**config.mk**
```make
export PLATFORM = sky130hd
export DESIGN_NAME = hazard_fwd_ctrl
export DESIGN_NICKNAME = d
export VERILOG_FILES = /design/src/rtl/hazard_fwd_ctrl_pkg.sv /design/src/rtl/hazard_fwd_ctrl_md_busy_ctr.sv /design/src/rtl/hazard_fwd_ctrl.sv
export SDC_FILE = /design/constraint.sdc
export NUM_CORES = 1
export LEC_CHECK = 0
export CAP_MARGIN = 0
export CORE_MARGIN = 10
export CORE_UTILIZATION = 47
export DETAILED_ROUTE_END_ITERATION = 12
export PLACE_DENSITY = 0.72
export SYNTH_ARGS = -nofsm -noshare
export SYNTH_HDL_FRONTEND = slang
export SYNTH_HIERARCHICAL = 1
export SYNTH_SLANG_ARGS = --single-unit
```
**constraint.sdc**
```tcl
create_clock -name clk -period 2.43 [get_ports clk]
set_clock_uncertainty 0.2 [all_clocks]
set_input_delay 0.243 -clock clk [delete_from_list [all_inputs] [get_ports clk]]
set_output_delay 0.243 -clock clk [all_outputs]
set_load 0.005 [all_outputs]
```
**src/rtl/hazard_fwd_ctrl_pkg.sv**
```systemverilog
// hazard_fwd_ctrl_pkg: shared select codes, shadow-stage records and match helpers
package hazard_fwd_ctrl_pkg;
  localparam logic [2:0] FWD_REG = 3'd0;
  localparam logic [2:0] FWD_W   = 3'd1;
  localparam logic [2:0] FWD_M   = 3'd2;
  localparam logic [2:0] FWD_PC8 = 3'd3;
  localparam logic [1:0] TUSE_NONE = 2'd3;

  // E-stage shadow: everything decode knows about the instruction
  typedef struct packed {
    logic [4:0] dst;
    logic [1:0] tnew;
    logic [4:0] rs;
    logic [4:0] rt;
    logic       md_start;
    logic       md_div;
  } stage_t;

  // M-stage shadow: only the fields that M forwarding and stalling consume
  typedef struct packed {
    logic [4:0] dst;
    logic [1:0] tnew;
    logic [4:0] rt;
  } late_t;

  function automatic logic [1:0] tnew_dec(input logic [1:0] t);
    return (t == 2'd0) ? 2'd0 : t - 2'd1;
  endfunction

  function automatic logic hit(input logic [4:0] dst, input logic [4:0] s);
    return (s != 5'd0) && (dst == s);
  endfunction
endpackage

```
**src/rtl/hazard_fwd_ctrl_md_busy_ctr.sv**
```systemverilog
// hazard_fwd_ctrl_md_busy_ctr: multiply/divide busy countdown, loaded as the op leaves E
module hazard_fwd_ctrl_md_busy_ctr #(
  parameter int MULT_CYC = 5,
  parameter int DIV_CYC  = 10
) (
  input  logic clk,
  input  logic reset,
  input  logic start,
  input  logic div,
  output logic busy
);
  localparam int W = $clog2((DIV_CYC > MULT_CYC ? DIV_CYC : MULT_CYC) + 1);
  logic [W-1:0] cnt;
  // load on start, otherwise count down and hold at zero
  always_ff @(posedge clk or negedge reset)
    if (!reset) cnt <= '0;
    else if (start) cnt <= div ? W'(DIV_CYC) : W'(MULT_CYC);
    else if (cnt != '0) cnt <= cnt - W'(1);
  assign busy = cnt != '0;
endmodule

```
**src/rtl/hazard_fwd_ctrl.sv**
```systemverilog
// hazard_fwd_ctrl: shadow E/M/W pipeline driving forwarding selects and the D-stage stall
import hazard_fwd_ctrl_pkg::*;

module hazard_fwd_ctrl #(
  parameter int MULT_CYC = 5,
  parameter int DIV_CYC  = 10
) (
  input  logic       clk,
  input  logic       reset,
  input  logic [4:0] d_rs,
  input  logic [4:0] d_rt,
  input  logic [1:0] d_tuse_rs,
  input  logic [1:0] d_tuse_rt,
  input  logic [4:0] d_dst,
  input  logic [1:0] d_tnew,
  input  logic       d_md_start,
  input  logic       d_md_div,
  input  logic       d_md_use,
  output logic       stall,
  output logic [2:0] frsd,
  output logic [2:0] frtd,
  output logic [1:0] frse,
  output logic [1:0] frte,
  output logic       frtm,
  output logic       md_busy
);
  stage_t e;
  late_t m;
  logic [4:0] w_dst;

  function automatic logic raw(input logic [4:0] s, input logic [1:0] tuse);
    return tuse != TUSE_NONE &&
           ((hit(e.dst, s) && tuse < e.tnew) || (hit(m.dst, s) && tuse < m.tnew));
  endfunction

  // the youngest matching stage owns the value even when it is not ready yet
  function automatic logic [2:0] fwd_d(input logic [4:0] s);
    return hit(e.dst, s) ? (e.tnew == 2'd0 ? FWD_PC8 : FWD_REG) :
           hit(m.dst, s) ? (m.tnew == 2'd0 ? FWD_M : FWD_REG) :
           hit(w_dst, s) ? FWD_W : FWD_REG;
  endfunction

  function automatic logic [1:0] fwd_e(input logic [4:0] s);
    return (hit(m.dst, s) && m.tnew == 2'd0) ? FWD_M[1:0] :
           hit(w_dst, s) ? FWD_W[1:0] : FWD_REG[1:0];
  endfunction

  // advance the shadow pipe; a stall turns the E entry into a bubble
  always_ff @(posedge clk or negedge reset)
    if (!reset) begin
      e     <= '0;
      m     <= '0;
      w_dst <= '0;
    end else begin
      e     <= stall ? '0 : '{dst: d_dst, tnew: d_tnew, rs: d_rs, rt: d_rt,
                              md_start: d_md_start, md_div: d_md_div};
      m     <= '{dst: e.dst, tnew: tnew_dec(e.tnew), rt: e.rt};
      w_dst <= m.dst;
    end

  // hazard detection and forwarding selects
  always_comb begin
    stall = raw(d_rs, d_tuse_rs) || raw(d_rt, d_tuse_rt) || (d_md_use && (md_busy || e.md_start));
    frsd  = fwd_d(d_rs);
    frtd  = fwd_d(d_rt);
    frse  = fwd_e(e.rs);
    frte  = fwd_e(e.rt);
    frtm  = hit(w_dst, m.rt);
  end

  hazard_fwd_ctrl_md_busy_ctr #(.MULT_CYC(MULT_CYC), .DIV_CYC(DIV_CYC)) md_busy_ctr (
    .clk  (clk),
    .reset(reset),
    .start(e.md_start),
    .div  (e.md_div),
    .busy (md_busy)
  );
endmodule

```
==> summary.md <==
| Metric | Value |
|---|---|
| Layout cell share with drive strength beyond 1 | `0.267` |
| H-tree depth | `2` |
| Final WS setup | `-0.131 ns` |
| Overflow after GRT | `0` |
| Total wire length | `slightly above 6000 µm` |
| Synth Cell Area | `approximately 2300 µm²` |
| Gr usage total | `0.148` |
| Core Util, Final | `0.670` |
| Post-Syn Area per Cell | `9.58 µm²` |
| Fmax | `390 MHz` |
| Top cell type's share of synthesized area | `0.426` |
| Arrival @ worst endpoint | `approximately 2.1 ns` |
| Fillers | `roughly 370` |
| Final slew viol count | `0` |
| Mux share of post-synthesis cell area | `0.0139` |
| Crit end category | `output port` |
| CP Max Fanout | `3` |
| # setup viols final | `2` |
| Fin. Hold Viols | `0` |
| 1st-iter DRT viols | `147` |
| Area grow syn2layout | `36.6%` |
| Remaining DRCs | `0` |
| CP startpoint kind | `flip-flop` |
| EDFF count, synth | `0` |
| Req. time, crit path | `about 2 ns` |
| Nets@finish | `347` |
| Initial DRT Pass Iterations | `4` |
| Yosys cell types | `38` |
| #FFs+latches synth | `40` |
| Pin count of the biggest net entering global routing | `41` |
| Cell taking the most area after synthesis | `dfrtp_1` |
| Placement Rows | `25` |
| Clock Root Buffer | `clkbuf_8` |
| Synth Flop Type | `dfrtp_1` |
| Die Height | `90.7 µm` |
| Leakage | `1.56 nW` |
| Initial Util | `0.490` |
| Final instance area | `3210 µm²` |
| Core ar. | `4790 µm²` |
| Leading cell type in the layout, fill and taps excluded | `buf_4` |
| Run status | `finished with violations` |
| Drt via density | `roughly 5.2` |
| Port bufs | `36` |
| Via Count | `1985` |
| CTS max path bufs | `2` |
| Violated checks | `negative setup slack` |
| Vias in the first global route | `2052` |
| # diodes | `0` |
| DIE WIDTH | `90.7 µm` |
| CTS sink count | `40` |
| Initial antenna violation count | `0` |
| Worst rel slew slack | `0.425` |
| Final min period | `2.56 ns` |
| First-pass GRT wire length | `roughly 10000 µm` |
| Die area | `8220 µm²` |
| Hold Path Class | `input pin to flip-flop` |
| Top-Level Pins | `39` |
| Most frequent cells in the layout | `buf_4, xor2_1, dfrtp_1` |
| Placement Cell Area | `2910 µm²` |
| Period Utilization, post-route | `1.05` |
| Synth Area in Compound Gates | `0.0400` |
| Synth Instances | `between 200 and 250` |
| RSZ-0062 raised after global routing | `yes` |
| Peak supply drop | `0.427 mV` |
| Synth area leaders | `dfrtp_1, xor2_1, xnor2_1` |
| Largest family of logic cells by synthesized area | `simple AND/OR/NAND/NOR gates` |
| CP Class | `flip-flop to output port` |
| Sequential fraction of the synthesis area | `0.426` |
| CTS Buf Count | `5` |
| Least-Margin Pin Slew | `roughly 0.86 ns` |
| DP Wirelength | `4390 µm` |
| Post-Synth Simple-Gate Area | `0.223` |
| PwrDens | `649 nW/µm²` |
| Clock slew seen by the registers of the worst setup and hold paths | `around 0.070 ns` |
| Post-DRT Antenna Nets | `0` |
| Max Cap Viol | `0` |
| Clk_lat worst skew | `0.30 ns` |
| Adder-Cell Fraction of Synth Area | `0.0320` |
| Gpl congestion | `0.825` |
| Worst hold slack | `between 0.15 and 0.2 ns` |
| Async S/R FF share, synth | `1.00` |
| CTS tree | `yes` |
| Wire per inst | `about 16 µm` |
| Ys Warns | `6` |
| Post-Synth XOR/XNOR Area | `0.209` |
critical path: stages (launching register included):
cell and delay, ns:
dfrtp_2 0.42, xor2_1 0.18, nor3_2 0.30, buf_4 0.17
buf_4 0.09, buf_4 0.09, buf_4 0.10, buf_4 0.09
nand4_1 0.11, nand3b_1 0.14, buf_2 0.14
cell usage after synthesis, drive strengths merged (2+ instances only):
| master | count |
|---|---|
| or4 | 4 |
| mux2 | 2 |
| xor2 | 37 |
| dfrtp | 40 |
| buf | 9 |
| nor2b | 4 |
| nand2 | 4 |
| nor4 | 5 |
| ha | 6 |
| xnor2 | 19 |
| o22ai | 4 |
| nor2 | 31 |
| nand4 | 9 |
| o21a | 2 |
| nand3 | 22 |
| clkbuf | 12 |
| nor3 | 13 |
| o21ai | 4 |
| nand2b | 2 |
| inv | 5 |
area by class of cell:
| cell class | count | area (µm²) | share of cell area |
|---|---|---|---|
| Multi-Input combinational cell | 180 | 1330 | 0.414 |
| Sequential cell | 40 | 1010 | 0.315 |
| Timing Repair Buffer | 83 | 689 | 0.215 |
| Tap cell | 67 | 83.8 | 0.0261 |
| Clock buffer | 6 | 72.6 | 0.0226 |
| Inverter | 5 | 18.8 | 0.00585 |
| Clock inverter | 1 | 5.00 | 0.00156 |
power breakdown:
part           leakage, nW  switching [mW]  internal (mW)  total, mW
sequential           0.501           0.127          0.774      0.901
clock               0.0410           0.219          0.195      0.414
combinational         1.02           0.355          0.413      0.768
metal layers:
metal | routed length (µm) | vias to the layer above | GRT usage
met5 | 0 | - | 0
met4 | 124 | 0 | 0.0570
met3 | 508 | 11 | 0.0432
met2 | 3030 | 75 | 0.249
met1 | 2530 | 941 | 0.173
li1 | - | 958 | -
stage by stage:
step	TNS (ns)	std cells	setup slack [ns]	power (mW)
detailed placement	-1.47	358	-0.357	1.59
floorplan	0	246	0.411	1.31
finish	-0.232	382	-0.131	2.08
global placement	-1.34	358	-0.313	1.56
global route	-0.509	382	-0.242	2.21
CTS	-0.241	372	-0.127	2.03
final timing paths:
path,to,slack (ns),from,depth (start not counted)
setup / recovery,stall,-0.13,m[10]$_DFF_PN0_,10
hold reg to reg,m[4]$_DFF_PN0_,0.23,e[6]$_DFF_PN0_,0
min in group asynchronous,e[2]$_DFF_PN0_,0.39,reset,2
hold / removal,e[8]$_DFF_PN0_,0.19,d_rs[1],3
setup reg to reg,e[7]$_DFF_PN0_,0.06,m[10]$_DFF_PN0_,12
max in group asynchronous,w_dst[2]$_DFF_PN0_,1.04,reset,2
state kept, by name, summed over array words and instances (netlist names):
| signal | count |
|---|---|
| md_busy_ctr/cnt | 4 |
| e | 19 |
| w_dst | 5 |
| m | 12 |
logic make-up (layout without fill, tap and decap cells):
logic type | count (synthesis) | count (layout)
AND/OR/NAND/NOR | 99 | 99
XOR/XNOR | 56 | 56
flip-flops | 40 | 40
buffers and inverters | 26 | 95
AO/OA/AOI/OAI | 14 | 14
adder cells (fa/ha/maj) | 6 | 6
multiplexers | 3 | 3
other | 1 | 2
repair_timing:
| item | CTS | global route |
|---|---|---|
| hold endpoints to repair | 40 | 0 |
| hold buffers | 1 | 0 |
| endpoints found under the setup margin | 9 | 8 |
| pin swaps | 6 | 10 |
| buffers inserted | 6 | 10 |
| resized for setup | 30 | 25 |
Power figures use the tool's default switching activity.
